--- config.mk ---
export PLATFORM = sky130hd
export DESIGN_NAME = counter_seq_ctrl
export DESIGN_NICKNAME = d
export VERILOG_FILES = /design/src/rtl/counter_pkg.sv /design/src/rtl/counter_seq_ctrl.sv
export SDC_FILE = /design/constraint.sdc
export NUM_CORES = 1
export LEC_CHECK = 0
export CORE_MARGIN = 1.5
export CORE_UTILIZATION = 45
export DETAILED_ROUTE_END_ITERATION = 10
export GPL_ROUTABILITY_DRIVEN = 1
export PLACE_DENSITY = 0.74
export SLEW_MARGIN = 20
export SYNTH_ARGS = -nofsm -noshare
export SYNTH_HDL_FRONTEND = slang
export SYNTH_SLANG_ARGS = --single-unit
export TNS_END_PERCENT = 10
--- constraint.sdc ---
create_clock -name Clk -period 2.6 [get_ports Clk]
set_clock_uncertainty 0.1 [all_clocks]
set_input_delay 0.39 -clock Clk [delete_from_list [all_inputs] [get_ports Clk]]
set_output_delay 0.39 -clock Clk [all_outputs]
set_load 0.02 [all_outputs]
--- src/rtl/counter_pkg.sv ---
// counter_pkg: shared width, controller state enum and the hold encoding
// that freezes the 3-bit preset/clear counter at its current value.
package counter_pkg;
  localparam int CNT_W = 3;
  typedef enum logic [1:0] {IDLE, LOAD, RUN, DONE} state_t;
  function automatic logic [2*CNT_W-1:0] hold_enc(input logic [CNT_W-1:0] q);
    return {q, ~q};
  endfunction
endpackage

--- src/rtl/counter_seq_ctrl.sv ---
// counter_seq_ctrl: loads a start value into the preset/clear counter, lets it
// free-run until a target state or step budget is hit, then reports the result.
module counter_seq_ctrl
  import counter_pkg::*;
#(
  parameter int STEP_W = 4
) (
  input  logic              Clk,
  input  logic              Rst_n,
  input  logic              Start,
  input  logic              Abort,
  input  logic [CNT_W-1:0]  Load_val,
  input  logic [CNT_W-1:0]  Target,
  input  logic [STEP_W-1:0] Max_steps,
  input  logic [CNT_W-1:0]  Q_in,
  output logic [CNT_W-1:0]  Prs,
  output logic [CNT_W-1:0]  Clr,
  output logic              Busy,
  output logic              Done,
  output logic              Found,
  output logic [STEP_W-1:0] Steps
);
  state_t              r_state, w_nxt;
  logic [CNT_W-1:0]    r_load, r_target;
  logic [STEP_W-1:0]   r_max, r_cnt, r_steps;
  logic                r_found;
  logic                w_match, w_limit, w_stop;

  assign w_match = Q_in == r_target;
  assign w_limit = r_cnt == r_max;
  assign w_stop  = w_match || w_limit;
  assign Busy    = r_state == LOAD || r_state == RUN;
  assign Done    = r_state == DONE;
  assign Found   = r_found;
  assign Steps   = r_steps;

  always_comb begin
    w_nxt = r_state;
    {Prs, Clr} = hold_enc(Q_in);
    case (r_state)
      IDLE: w_nxt = Start ? LOAD : IDLE;
      LOAD: begin
        {Prs, Clr} = {r_load, ~r_load};
        w_nxt = Abort ? IDLE : RUN;
      end
      RUN: begin
        w_nxt = Abort ? IDLE : w_stop ? DONE : RUN;
        if (!Abort && !w_stop) {Prs, Clr} = '0;
      end
      default: w_nxt = IDLE;
    endcase
  end

  always_ff @(posedge Clk) begin
    if (!Rst_n) begin
      r_state  <= IDLE;
      r_load   <= '0;
      r_target <= '0;
      r_max    <= '0;
      r_cnt    <= '0;
      r_found  <= 1'b0;
      r_steps  <= '0;
    end else begin
      r_state <= w_nxt;
      if (r_state == IDLE && Start) begin
        r_load   <= Load_val;
        r_target <= Target;
        r_max    <= Max_steps;
        r_cnt    <= '0;
        r_found  <= 1'b0;
        r_steps  <= '0;
      end
      // an abort during LOAD reports zero steps, the same as an abort at RUN entry
      if (Busy && Abort) begin
        r_found <= 1'b0;
        r_steps <= r_cnt;
      end else if (r_state == RUN) begin
        if (w_stop) begin
          r_found <= w_match;
          r_steps <= r_cnt;
        end else begin
          r_cnt <= r_cnt + 1'b1;
        end
      end
    end
  end
endmodule

==> out/results.txt <==
Crit path DAT: 2.03 ns
Final HPWL DP: 1994 µm
Seq pwr share: 50.9%
Core ar.: 0.002477 mm²
Syn Nets: 162
Crit path launch type: primary input
Die height: 54.15 µm
Top Ports: 30
Final Core Density: 63.38%
Crit. End Element: output pin
Tmin final: 2.517 ns
Slowest-stage cell, CP: clkdlybuf4s50_1
Logic pwr share: 26.4%
Layout cell share with drive strength beyond 1: 11.05%
Cell Count, Final, Fillers Out: 202
Worst skew pair latency: 0.30 ns
Asr flop ratio synth: 0%
FF+latch area: 420.4 µm²
Req. time, crit path: 2.11 ns
Area of the multi-input gates: 732.0 µm²
EDFF count, synth: 0
Sink Count: 21
Power per standard cell area: 429.6 mW/mm²
GRT Residual Overflow: 0
Final Wtd Congestion: 0.7341
CP Class: in -> out
Main synth FF type: dfxtp_1
Commonest non-fill, non-tap cells in the layout: 33 x nand2_1, 23 x clkdlybuf4s50_1, 21 x dfxtp_1
First-pass GRT wire length: 4091 µm
LEAKAGE: 0.6324 nW
Largest net degree at the start of global routing: 28
RSZ-0062 raised after global routing: yes
Post-DRT Antenna Nets: 0
Cell total after placement: 198
Seq/Total Area, Yosys: 35.71%
Fin worst setup slack: 0.08307 ns
Switching portion of total power: 29.75%
Fill cells: 228
Net Sw Power: 0.2007 mW
Ys Warns: 0
Critical path cell sequence: clkdlybuf4s50_1 > xor2_2 > nor3_2 > nor3_4 > o221ai_1 > dlygate4sd2_1
Number of cell rows: 18
Pre-CTS worst setup slack: -0.2391 ns
Library cells used by synthesis: 29
Max Root-Sink Buffers: 2
CTS tree: yes
Max_cap viols: 0
Mapped Area: 0.001177 mm²
Synthesized flop and latch total: 21
Starting Density: 47.53%
Crit Path Max Fanout: 6
N_diodes: 0
Num CTS Buffers: 3
Port Buffers: 29
Via-to-Cell Ratio: 5.441
Hold_ws: 0.3818 ns
Final Max Slew Viols: 0
Final worst path period share: 96.80%
# DRC: 0
Post-layout nets: 195
Worst-path clk slew: 0.12 ns
Max Fclk: 0.3973 GHz
Mean Syn Cell Area: 8.410 µm²
P&R area growth vs syn: 33.37%
H-tree depth: 1
Root Buffer: clkbuf_4
Routed wire per std cell: 12.93 µm
Vias in the first global route: 963
DR pass1 iterations: 4
Die Area: 0.002932 mm²
Tightest Pin Transition: 0.6622 ns
Initial antenna violation count: 0
Status: finished clean
Worst Hold Class: reg -> reg
Peak per-stage delay on the critical path: 0.53 ns
Final hold vios: 0
Setup Buffers After CTS: 0
Slew HR: 55.75%
Die width: 54.15 µm
GRT Total Usage: 19.06%
Max IR drop VDD: 336.4 µV
DR vias: 1099
Final setup violation count: 0
Commonest non-fill, non-tap cell in the layout: nand2_1
Post-Route WL: 2612 µm
1st-iter DRT viols: 19
Power Internal: 0.4739 mW
Post-CTS Hold Fix Bufs: 0
Clk pwr share: 22.7%
Post-Synthesis Cells: 140
## power groups by stage
stage	Combinational, mW	Clock, mW	Sequential [mW]
after floorplan	0.102	0	0.348
after global placement	0.176	0	0.349
after detailed placement	0.182	0	0.350
after CTS	0.177	0.164	0.343
after global routing	0.194	0.170	0.345
final	0.178	0.153	0.343
## worst max-delay path: cells and delay by family
| family | cells | cell delay [ns] |
|---|---|---|
| AO/OA/AOI/OAI | 1 | 0.17 |
| XOR/XNOR | 1 | 0.20 |
| buffers and inverters | 2 | 0.87 |
| AND/OR/NAND/NOR | 2 | 0.39 |
## cell usage after synthesis, drive strengths merged (2+ instances only)
cell type | number | share of area (%)
ha | 5 | 5.3
nand2b | 4 | 2.1
nand2 | 33 | 11
mux2i | 6 | 5.1
a2111oi | 2 | 1.5
o31ai | 3 | 1.9
a21oi | 2 | 1.2
a21boi | 10 | 6.4
inv | 6 | 1.9
o22a | 3 | 2.2
nor2 | 2 | 0.64
nor3 | 4 | 2.6
dfxtp | 21 | 36
xor2 | 7 | 5.2
o221ai | 3 | 2.2
clkbuf | 7 | 2.2
nand3 | 10 | 4.3
o21a | 2 | 1.3
o311a | 2 | 1.7
## final cells by class
cell class | instances | area share, %
multi-input cells | 105 | 46.61
flip-flops and latches | 21 | 26.77
repair buffers | 36 | 21.12
well taps | 30 | 2.390
clock buffers | 4 | 1.673
inverters | 6 | 1.434
## path summary, 6_finish.rpt
check | from | to | slack [ns] | cells past startpoint
min | Steps[1] | Steps[1] | 0.38 | 2
max reg2reg | r_state[0] | r_cnt[2] | 0.56 | 7
min reg2reg | Steps[1] | Steps[1] | 0.38 | 2
max | Q_in[1] | Prs[2] | 0.08 | 6
## layer usage
metal	wire length, µm	track usage [%]	part of all wire [%]	up-vias
met3	98	3.333	3.8	2
li1	-	-	-	558
met5	0	0	0	-
met1	1166	22.34	45	521
met4	14	5.000	0.54	0
met2	1332	35.14	51	18
## registers in the layout, summed over array words and instances, names as in the netlist
signal and cells:
Found 1, Steps 4, r_cnt 4, r_load 3, r_max 4, r_state 2
r_target 3
## cell families (layout without fill, tap and decap cells)
kind of cell	after synthesis	after routing	share of synthesized area, %
simple gates	57	57	23.70
compound gates	30	30	20.40
flops	21	21	35.71
buf+inv	14	46	4.569
xor+xnor	7	7	5.207
mux	6	6	5.101
fa+ha+maj	5	5	5.313
## metrics by stage
step                      setup TNS [ns]  area, µm²  power, mW
after global routing           -0.004996       1570     0.7090
final                                  0       1570     0.6746
after floorplan                        0       1177     0.4492
after detailed placement          -1.138       1526     0.5313
after CTS                              0       1551     0.6831
after global placement           -0.6742       1526     0.5256
## what timing repair did
| item | 4_1_cts | 5_1_grt |
|---|---|---|
| setup endpoints to repair | 6 | 5 |
| resized for setup | 7 | 8 |
| pin swaps | 0 | 1 |
No activity file was read; power rests on OpenSTA's default activity.
